$ cat config.mk
export PLATFORM = sky130hd
export DESIGN_NAME = fsm_seq_gen_flat
export DESIGN_NICKNAME = d
export VERILOG_FILES = /design/src/rtl/fsm_seq_gen_if.sv /design/src/rtl/fsm_seq_gen.sv /design/src/flat_wrapper.sv
export SDC_FILE = /design/constraint.sdc
export NUM_CORES = 1
export LEC_CHECK = 0
export ABC_AREA = 1
export CAP_MARGIN = 10
export CORE_UTILIZATION = 43
export CTS_CLUSTER_SIZE = 28
export DETAILED_ROUTE_END_ITERATION = 16
export PLACE_DENSITY = 0.66
export SLEW_MARGIN = 20
export SYNTH_ARGS = -nofsm -noshare
export SYNTH_HDL_FRONTEND = slang
export SYNTH_SLANG_ARGS = --single-unit
$ cat constraint.sdc
create_clock -name clk -period 3.2 [get_ports clk]
set_clock_uncertainty 0.15 [all_clocks]
set_input_delay 0.48 -clock clk [delete_from_list [all_inputs] [get_ports clk]]
set_output_delay 0.48 -clock clk [all_outputs]
set_load 0.01 [all_outputs]
$ cat src/rtl/fsm_seq_gen_if.sv
// Command channel between the control logic and the symbol sequencer.
// The requester drives a target tracker state; the sequencer answers with ready.
interface fsm_seq_gen_if;
    logic       cmd_valid;
    logic       cmd_ready;
    logic [2:0] cmd_target;

    modport master (output cmd_valid, output cmd_target, input cmd_ready);
    modport slave  (input cmd_valid, input cmd_target, output cmd_ready);
endinterface

$ cat src/rtl/fsm_seq_gen.sv
// Drives the 2-bit symbol input of the 5-state tracker, steering a shadow copy of it
// to a commanded state by the shortest route and reporting done/err/symbol count.
module fsm_seq_gen #(
    parameter int S1_TIMEOUT = 3,
    parameter int S2_DWELL   = 2,
    parameter int S3_TIMEOUT = 3
) (
    input  logic             clk,
    input  logic             clr,
    fsm_seq_gen_if.slave     cmd,
    output logic [1:0]       sym,
    output logic [2:0]       shadow_state,
    output logic             busy,
    output logic             done,
    output logic             err,
    output logic [7:0]       cycles
);
    localparam logic [2:0] S0 = 3'd0;
    localparam logic [2:0] S1 = 3'd1;
    localparam logic [2:0] S2 = 3'd2;
    localparam logic [2:0] S3 = 3'd3;
    localparam logic [2:0] S4 = 3'd4;

    localparam int CW = 8;
    localparam logic [CW-1:0] T1 = CW'(S1_TIMEOUT);
    localparam logic [CW-1:0] T2 = CW'(S2_DWELL);
    localparam logic [CW-1:0] T3 = CW'(S3_TIMEOUT);

    logic [2:0]    st, st_n, tgt;
    logic [CW-1:0] c1, c2, c3, c1_n, c2_n, c3_n;
    logic [7:0]    cnt, cnt_inc;

    assign shadow_state  = st;
    assign cmd.cmd_ready = ~busy;
    assign cnt_inc       = (cnt == 8'hff) ? 8'hff : cnt + 8'd1;

    // Shadow of the tracker: same rule, fed with the symbol we are driving now.
    always_comb begin
        st_n = st;
        c1_n = c1;
        c2_n = c2;
        c3_n = c3;
        case (st)
            S0: if (sym == 2'd0) begin st_n = S1; c1_n = CW'(1); end
            S1: begin
                if (sym == 2'd2) begin
                    st_n = S2; c1_n = '0; c2_n = CW'(1);
                end else if (sym == 2'd3) begin
                    st_n = S4; c1_n = '0;
                end else if (c1 == T1) begin
                    st_n = S0; c1_n = '0;
                end else begin
                    c1_n = c1 + CW'(1);
                end
            end
            S2: begin
                if (c2 == T2) begin
                    st_n = S3; c2_n = '0; c3_n = CW'(1);
                end else begin
                    c2_n = c2 + CW'(1);
                end
            end
            S3: begin
                if (sym == 2'd1) begin
                    st_n = S1; c1_n = CW'(1); c3_n = '0;
                end else if (c3 == T3) begin
                    st_n = S0; c3_n = '0;
                end else begin
                    c3_n = c3 + CW'(1);
                end
            end
            S4: ;
            default: begin
                st_n = S0; c1_n = '0; c2_n = '0; c3_n = '0;
            end
        endcase
    end

    // Idle fill keeps the tracker parked; busy uses the next-hop table.
    always_comb begin
        sym = (st == S0 || st == S1) ? 2'd1 : 2'd0;
        if (busy) begin
            case (tgt)
                S0: case (st)
                        S1:     sym = 2'd1;
                        S2, S3: sym = 2'd0;
                        default: ;
                    endcase
                S1: case (st)
                        S0, S2: sym = 2'd0;
                        S3:     sym = 2'd1;
                        default: ;
                    endcase
                S2: case (st)
                        S0: sym = 2'd0;
                        S1: sym = 2'd2;
                        S3: sym = 2'd1;
                        default: ;
                    endcase
                S3: case (st)
                        S0, S2: sym = 2'd0;
                        S1:     sym = 2'd2;
                        default: ;
                    endcase
                S4: case (st)
                        S0, S2: sym = 2'd0;
                        S1:     sym = 2'd3;
                        S3:     sym = 2'd1;
                        default: ;
                    endcase
                default: ;
            endcase
        end
    end

    always_ff @(posedge clk or posedge clr) begin
        if (clr) begin
            st     <= S0;
            c1     <= '0;
            c2     <= '0;
            c3     <= '0;
            tgt    <= S0;
            busy   <= 1'b0;
            done   <= 1'b0;
            err    <= 1'b0;
            cnt    <= '0;
            cycles <= '0;
        end else begin
            st   <= st_n;
            c1   <= c1_n;
            c2   <= c2_n;
            c3   <= c3_n;
            done <= 1'b0;
            err  <= 1'b0;
            if (busy) begin
                cnt <= cnt_inc;
                if (st_n == tgt) begin
                    busy   <= 1'b0;
                    done   <= 1'b1;
                    cycles <= cnt_inc;
                end
            end else if (cmd.cmd_valid) begin
                // S4 only releases on clr, so any other target from there is unreachable.
                if (cmd.cmd_target > S4 || (st == S4 && cmd.cmd_target != S4)) begin
                    err <= 1'b1;
                end else if (cmd.cmd_target == st) begin
                    done   <= 1'b1;
                    cycles <= '0;
                end else begin
                    tgt  <= cmd.cmd_target;
                    busy <= 1'b1;
                    cnt  <= '0;
                end
            end
        end
    end
endmodule

$ cat src/flat_wrapper.sv
// flat-port wrapper written by rule: the top's interface ports become plain ports
module fsm_seq_gen_flat 
#(
    parameter int S1_TIMEOUT = 3,
    parameter int S2_DWELL   = 2,
    parameter int S3_TIMEOUT = 3
)
  (clk, clr, sym, shadow_state, busy, done, err, cycles, cmd_cmd_valid, cmd_cmd_target, cmd_cmd_ready);
  fsm_seq_gen_if cmd_i ();
  input  logic clk;
  input  logic clr;
  output logic [1:0] sym;
  output logic [2:0] shadow_state;
  output logic busy;
  output logic done;
  output logic err;
  output logic [7:0] cycles;
  input wire logic [$bits(cmd_i.cmd_valid)-1:0] cmd_cmd_valid;
  input wire logic [$bits(cmd_i.cmd_target)-1:0] cmd_cmd_target;
  output wire logic [$bits(cmd_i.cmd_ready)-1:0] cmd_cmd_ready;
  assign cmd_i.cmd_valid = cmd_cmd_valid;
  assign cmd_i.cmd_target = cmd_cmd_target;
  assign cmd_cmd_ready = cmd_i.cmd_ready;
  fsm_seq_gen #(.S1_TIMEOUT(S1_TIMEOUT), .S2_DWELL(S2_DWELL), .S3_TIMEOUT(S3_TIMEOUT)) u_core (.clk(clk), .clr(clr), .cmd(cmd_i), .sym(sym), .shadow_state(shadow_state), .busy(busy), .done(done), .err(err), .cycles(cycles));
endmodule
==> run metrics, run 1 <==
run status=completed; initial antenna violation count=0; Core Util, Final=53.2%; Yosys warning total=0; Tmin final=2.68 ns; Iter 0 DRT Violations=131; largest cells by area after synthesis=dfrtp_1 (44%), nand2_1 (9.7%), nand3_1 (4.8%), inv_1 (4.6%), o21ai_0 (4.5%); Wirelength per Cell=12.2 microns; Post-synth ARST share=100%; Vias/cell=5.08; Post-synth EDFFs=0; synthesized area per cell=8.19 sq um; Area Growth Syn to Fin=16.1%; H-tree depth=2; Max VDD drop=487 uV; Pre-Repair DR Iteration Count=4; hold path depth=2; synthesized instance count=341; Sink Count=49; post-CTS sizing=0; power per cell area=973 nW/um^2; CTS tree=yes; Setup CP Type=reg -> out; post-route ant nets=0; vias post-DR=2260; CTS Buffer Depth=2; vias in the first global route=2011; count of pins over their slew limit=0; Num CTS Buffers=5; critical register-to-register path startpoint=u_core.shadow_state[2]; Ports=23; die footprint=6820 sq um; starting density of the core=45.8%; Worst Path Required=2.57 ns; reg-to-reg setup timing slack=0.86 ns; maximum clock frequency=374 MHz; largest net degree at the start of global routing=50; setup bufs post-CTS=0; Core Region=6100 sq um; Worst setup EP type=output port; Yosys reg bits=49; Layout Nets=380; Max-slew headroom=58.8%; Worst Max-Slew Pin Slew=0.618 ns; Mapped Area=2790 sq um; syn_nets=352; # port buffers=22; Skew-Pair Late Insertion Delay=0.31 ns; Reg2Reg Depth=12; Fin Setup TNS=0 ns; P_leak=0.00153 uW; Fin. Hold Viols=0; RSZ-0062 raised after global routing=false; Antenna diodes=0; Post-route DRC=0; layout cell share with drive strength beyond 1=11.6%; Post-CTS Hold Buffers=0; first-pass GRT wire length=9160 microns; CP Launch Type=register; clock-pin slew on the worst setup and hold paths=0.10 ns; dominant synthesized flop cell=dfrtp_1; CP max FO=7; Vert. Die Dim=82.6 microns; area leader, netlist=dfrtp_1; placer congestion estimate=0.769; grt ovf=0; hold_sp=u_core.cycles[6]; chip width=82.6 microns; Synth top area share=43.9%; final setup violation count=0; Hold Path Class=reg -> reg; Worst R2R End=u_core.c1[7]; Hold Crit Endpoint=u_core.cycles[6]; Post-DP HPWL=4050 microns; max cap viols=0; row cnt=28; root buf cell=clkbuf_8; Tcrit/Tclk final=83.6%; commonest non-fill, non-tap cell in the layout=nand2_1; most frequent cells in the layout=nand2_1 (72), dfrtp_1 (49), inv_1 (33); final wirelength=5440 microns; sequential-to-total area share from yosys stat=43.9%; library cells used by synthesis=36; worst path arrival time=2.05 ns; GRT Total Usage=17.8%
==> area by class of cell <==
type	instances	area, sq um
Clock inverter	3	65.1
Fill cell	563	2850
Timing Repair Buffer	24	235
Clock buffer	5	68.8
Multi-Input combinational cell	246	1390
Tap cell	75	93.8
Sequential cell	49	1230
Inverter	43	165
==> kinds of logic (layout without fill, tap and decap cells) <==
group,count (synthesis),count (layout),synth area share [%]
AND/OR/NAND/NOR,175,175,31.9
buffers and inverters,46,75,6.41
XOR/XNOR,19,19,5.96
flip-flops,49,49,43.9
adder cells (fa/ha/maj),5,5,2.24
AO/OA/AOI/OAI,47,47,9.54
==> Yosys cell counts, types with 2 or more instances <==
cell and count:
dfrtp_1 49, o21ai_1 3, nor2_2 2, o21bai_1 2
nand2_4 4, nand4_1 11, nand2_2 6, inv_1 34
nand3_1 27, xnor2_1 5, nor2_1 24, ha_1 5
a21oi_1 7, xor2_1 14, o21ai_0 25, nand2_1 72
nor3_1 8, nand3b_1 8, inv_2 6, o22ai_1 6
nand3_2 6, buf_2 2, nor3b_1 2
==> power by group <==
part           internal [uW]  leakage [uW]  total [uW]  switching [uW]
Sequential               797      0.000648         965             169
Combinational            612      0.000813        1670            1050
Clock                    310     0.0000681         523             212
==> stage by stage <==
stage	std cells	worst slack (ns)	power (uW)	hold WS [ns]	instance area, sq um
floorplan	341	1.22	2170	0.318	2790
global placement	437	0.883	2630	0.337	3110
detailed placement	437	0.877	2650	0.339	3110
CTS	445	0.529	3170	0.360	3240
global route	445	0.405	3430	0.376	3240
finish	445	0.524	3150	0.358	3240
==> how the worst max path moves through the flow <==
| stage | endpoint | depth (start not counted) | start |
|---|---|---|---|
| 6_report | sym[0] | 8 | u_core.shadow_state[2] |
| 5_1_grt | sym[0] | 8 | u_core.shadow_state[2] |
| 4_1_cts | sym[0] | 8 | u_core.shadow_state[2] |
| 3_5_place_dp | sym[0] | 8 | u_core.shadow_state[2] |
| 3_3_place_gp | sym[0] | 8 | u_core.shadow_state[2] |
| 2_1_floorplan | u_core.cycles[4] | 14 | u_core.busy |
==> worst max-delay path, stage by stage, from the launching register on <==
cell and delay [ns]:
dfrtp_1 0.50, inv_2 0.15, nand2_2 0.08, nor2_1 0.14, nor2_2 0.06, nand2_2 0.10
nand2_4 0.10, inv_2 0.08, clkdlybuf4s50_1 0.53
==> sequential cells by signal, indices dropped and copies added (netlist names) <==
signal and flops:
u_core.c1 8, u_core.c2 8, u_core.c3 8, u_core.cnt 8, u_core.cycles 8, u_core.shadow_state 3
u_core.tgt 3, u_core.busy 1, u_core.done 1, u_core.err 1
==> metal layers <==
metal / vias to the layer above / track usage, % / share of wire, %
met5: - / 0 / 0
met4: 0 / 6.55 / 1.2
met3: 4 / 3.41 / 3.3
met2: 33 / 26.5 / 43
met1: 1042 / 25.6 / 53
li1: 1181 / - / -
Power figures use the tool's default switching activity.
==> inputs of run 2 (changes only) <==
==> constraint.sdc (replaced) <==
create_clock -name clk -period 2.5 [get_ports clk]
set_clock_uncertainty 0.15 [all_clocks]
set_input_delay 0.375 -clock clk [delete_from_list [all_inputs] [get_ports clk]]
set_output_delay 0.375 -clock clk [all_outputs]
set_load 0.01 [all_outputs]
==> run 2 against run 1 <==
Effect of this change: total power is 23% higher; setup slack lost 0.32 ns; sequential share of layout area increased by 0.22 points; combinational power grew 32%; flip-flop and latch count unchanged; cell count grew 0.67%; first-iteration DRC count up 44%; global-route usage is 1.6 points higher; register-to-register slack got worse by 0.66 ns; worst hold slack worse by 0.11 ns; non-clock buffer count rose by 3.
==> run metrics, run 2 (synthesized netlist as in run 1, its figures left out) <==
Hold Path Class=in -> async; Area Growth Syn to Fin=16.0%; post-route cell area=3240 sq um; Pre-Repair DR Iteration Count=4; CTS Buffer Depth=2; final wirelength=5830 microns; Fin. Hold Viols=0; Antenna diodes=0; Setup CP Type=reg -> reg; final setup violation count=0; Layout Nets=383; die footprint=6820 sq um; P_leak=0.00154 uW; power per cell area=1200 nW/um^2; Num CTS Buffers=5; commonest non-fill, non-tap cell in the layout=nand2_1; post-route ant nets=0; Worst Max-Slew Pin Slew=0.486 ns; CTS tree=yes; initial antenna violation count=0; CP max FO=11; Post-DP Area=3130 sq um; Max-slew headroom=67.5%; Worst setup EP type=register; chip width=82.6 microns; Max VDD drop=530 uV; starting density of the core=45.8%; Worst Path Required=2.55 ns; Wirelength per Cell=13.0 microns; CP Launch Type=register; placer congestion estimate=0.878; Reg2Reg Depth=11; GRT Total Usage=19.4%; first-pass GRT wire length=9990 microns; maximum clock frequency=435 MHz; # port buffers=22; Ports=23; Post-DP HPWL=4410 microns; vias post-DR=2329; Post-route DRC=0; H-tree depth=2; Fin Setup TNS=0 ns; layout cell share with drive strength beyond 1=13.9%; Sink Count=49; Skew-Pair Late Insertion Delay=0.31 ns; Core Region=6100 sq um; most frequent cells in the layout=nand2_1 (72), dfrtp_1 (44), inv_1 (32); Tcrit/Tclk final=91.9%; Iter 0 DRT Violations=189; clock-pin slew on the worst setup and hold paths=0.10 ns; grt ovf=0; root buf cell=clkbuf_8; count of pins over their slew limit=0; Post-CTS Hold Buffers=0; run status=completed; row cnt=28; Vias/cell=5.20; worst path arrival time=2.35 ns; RSZ-0062 raised after global routing=false; Tmin final=2.30 ns; vias in the first global route=2209; Vert. Die Dim=82.6 microns; largest net degree at the start of global routing=30; max cap viols=0
==> run 2: area by class of cell <==
type                       count  area (sq um)
fill                         580          2860
multi-input combinational    246          1390
sequential                    49          1230
timing repair buffer          27           275
inverter                      43           165
tap                           75          93.8
clock buffer                   6          72.6
clock inverter                 2          10.0
==> run 2: through the flow <==
stage	hold slack (ns)	total power (uW)	setup slack [ns]	std cells	utilization, %
after floorplan	0.318	2780	0.523	341	-
after global placement	0.341	3370	0.312	438	51.3
after detailed placement	0.345	3420	0.200	438	51.3
after CTS	0.263	3910	0.00324	448	53.0
after global routing	0.310	4240	0.0883	448	53.1
final	0.250	3890	0.202	448	53.1
==> run 2: path summary, 6_finish.rpt <==
kind | start | end | slack (ns)
hold / removal | clr | u_core.done | 0.25
setup / recovery | u_core.tgt[2] | u_core.c1[7] | 0.20
min in group clk | u_core.cycles[6] | u_core.cycles[6] | 0.36
setup reg to reg | u_core.tgt[2] | u_core.c1[7] | 0.20
max in group asynchronous | clr | u_core.shadow_state[0] | 1.40
hold reg to reg | u_core.cycles[6] | u_core.cycles[6] | 0.36
==> run 2: timing repair <==
action,CTS,global route
setup endpoints to repair,1,2
gates resized for setup,2,7
setup buffers,2,0
==> run 2: per-layer routing <==
layer	global-route usage, %	vias up	part of all wire, %
li1	-	1185	-
met1	27.1	1087	49
met2	30.1	50	44
met3	3.63	7	4.9
met4	6.55	0	1.3
met5	0	-	0
==> run 2: power breakdown <==
| group | leakage (uW) | total (uW) | switching (uW) | internal (uW) |
|---|---|---|---|---|
| Clock | 0.0000450 | 452 | 258 | 194 |
| Combinational | 0.000857 | 2200 | 1390 | 807 |
| Sequential | 0.000642 | 1240 | 210 | 1030 |
| Total | 0.00154 | 3890 | 1860 | 2030 |
==> run 2: critical path, cell delays in order (launching register included) <==
cell,delay [ns]
dfrtp_1,0.46
nand2_1,0.11
nand3_1,0.14
nor2_1,0.16
nand2_2,0.11
nand2_4,0.13
nand2_1,0.07
o21ai_1,0.11
nand3_1,0.30
nor2_1,0.24
xor2_1,0.17
nor2_1,0.05
==> inputs of run 3 (changes only) <==
--- a/config.mk
+++ b/config.mk
@@ -11,6 +11,7 @@
 export CTS_CLUSTER_SIZE = 28
 export DETAILED_ROUTE_END_ITERATION = 16
 export PLACE_DENSITY = 0.66
+export SKIP_LAST_GASP = 1
 export SLEW_MARGIN = 20
 export SYNTH_ARGS = -nofsm -noshare
 export SYNTH_HDL_FRONTEND = slang
==> results of run 3 <==
Final layout, timing and power as in run 2 (identical DEF).
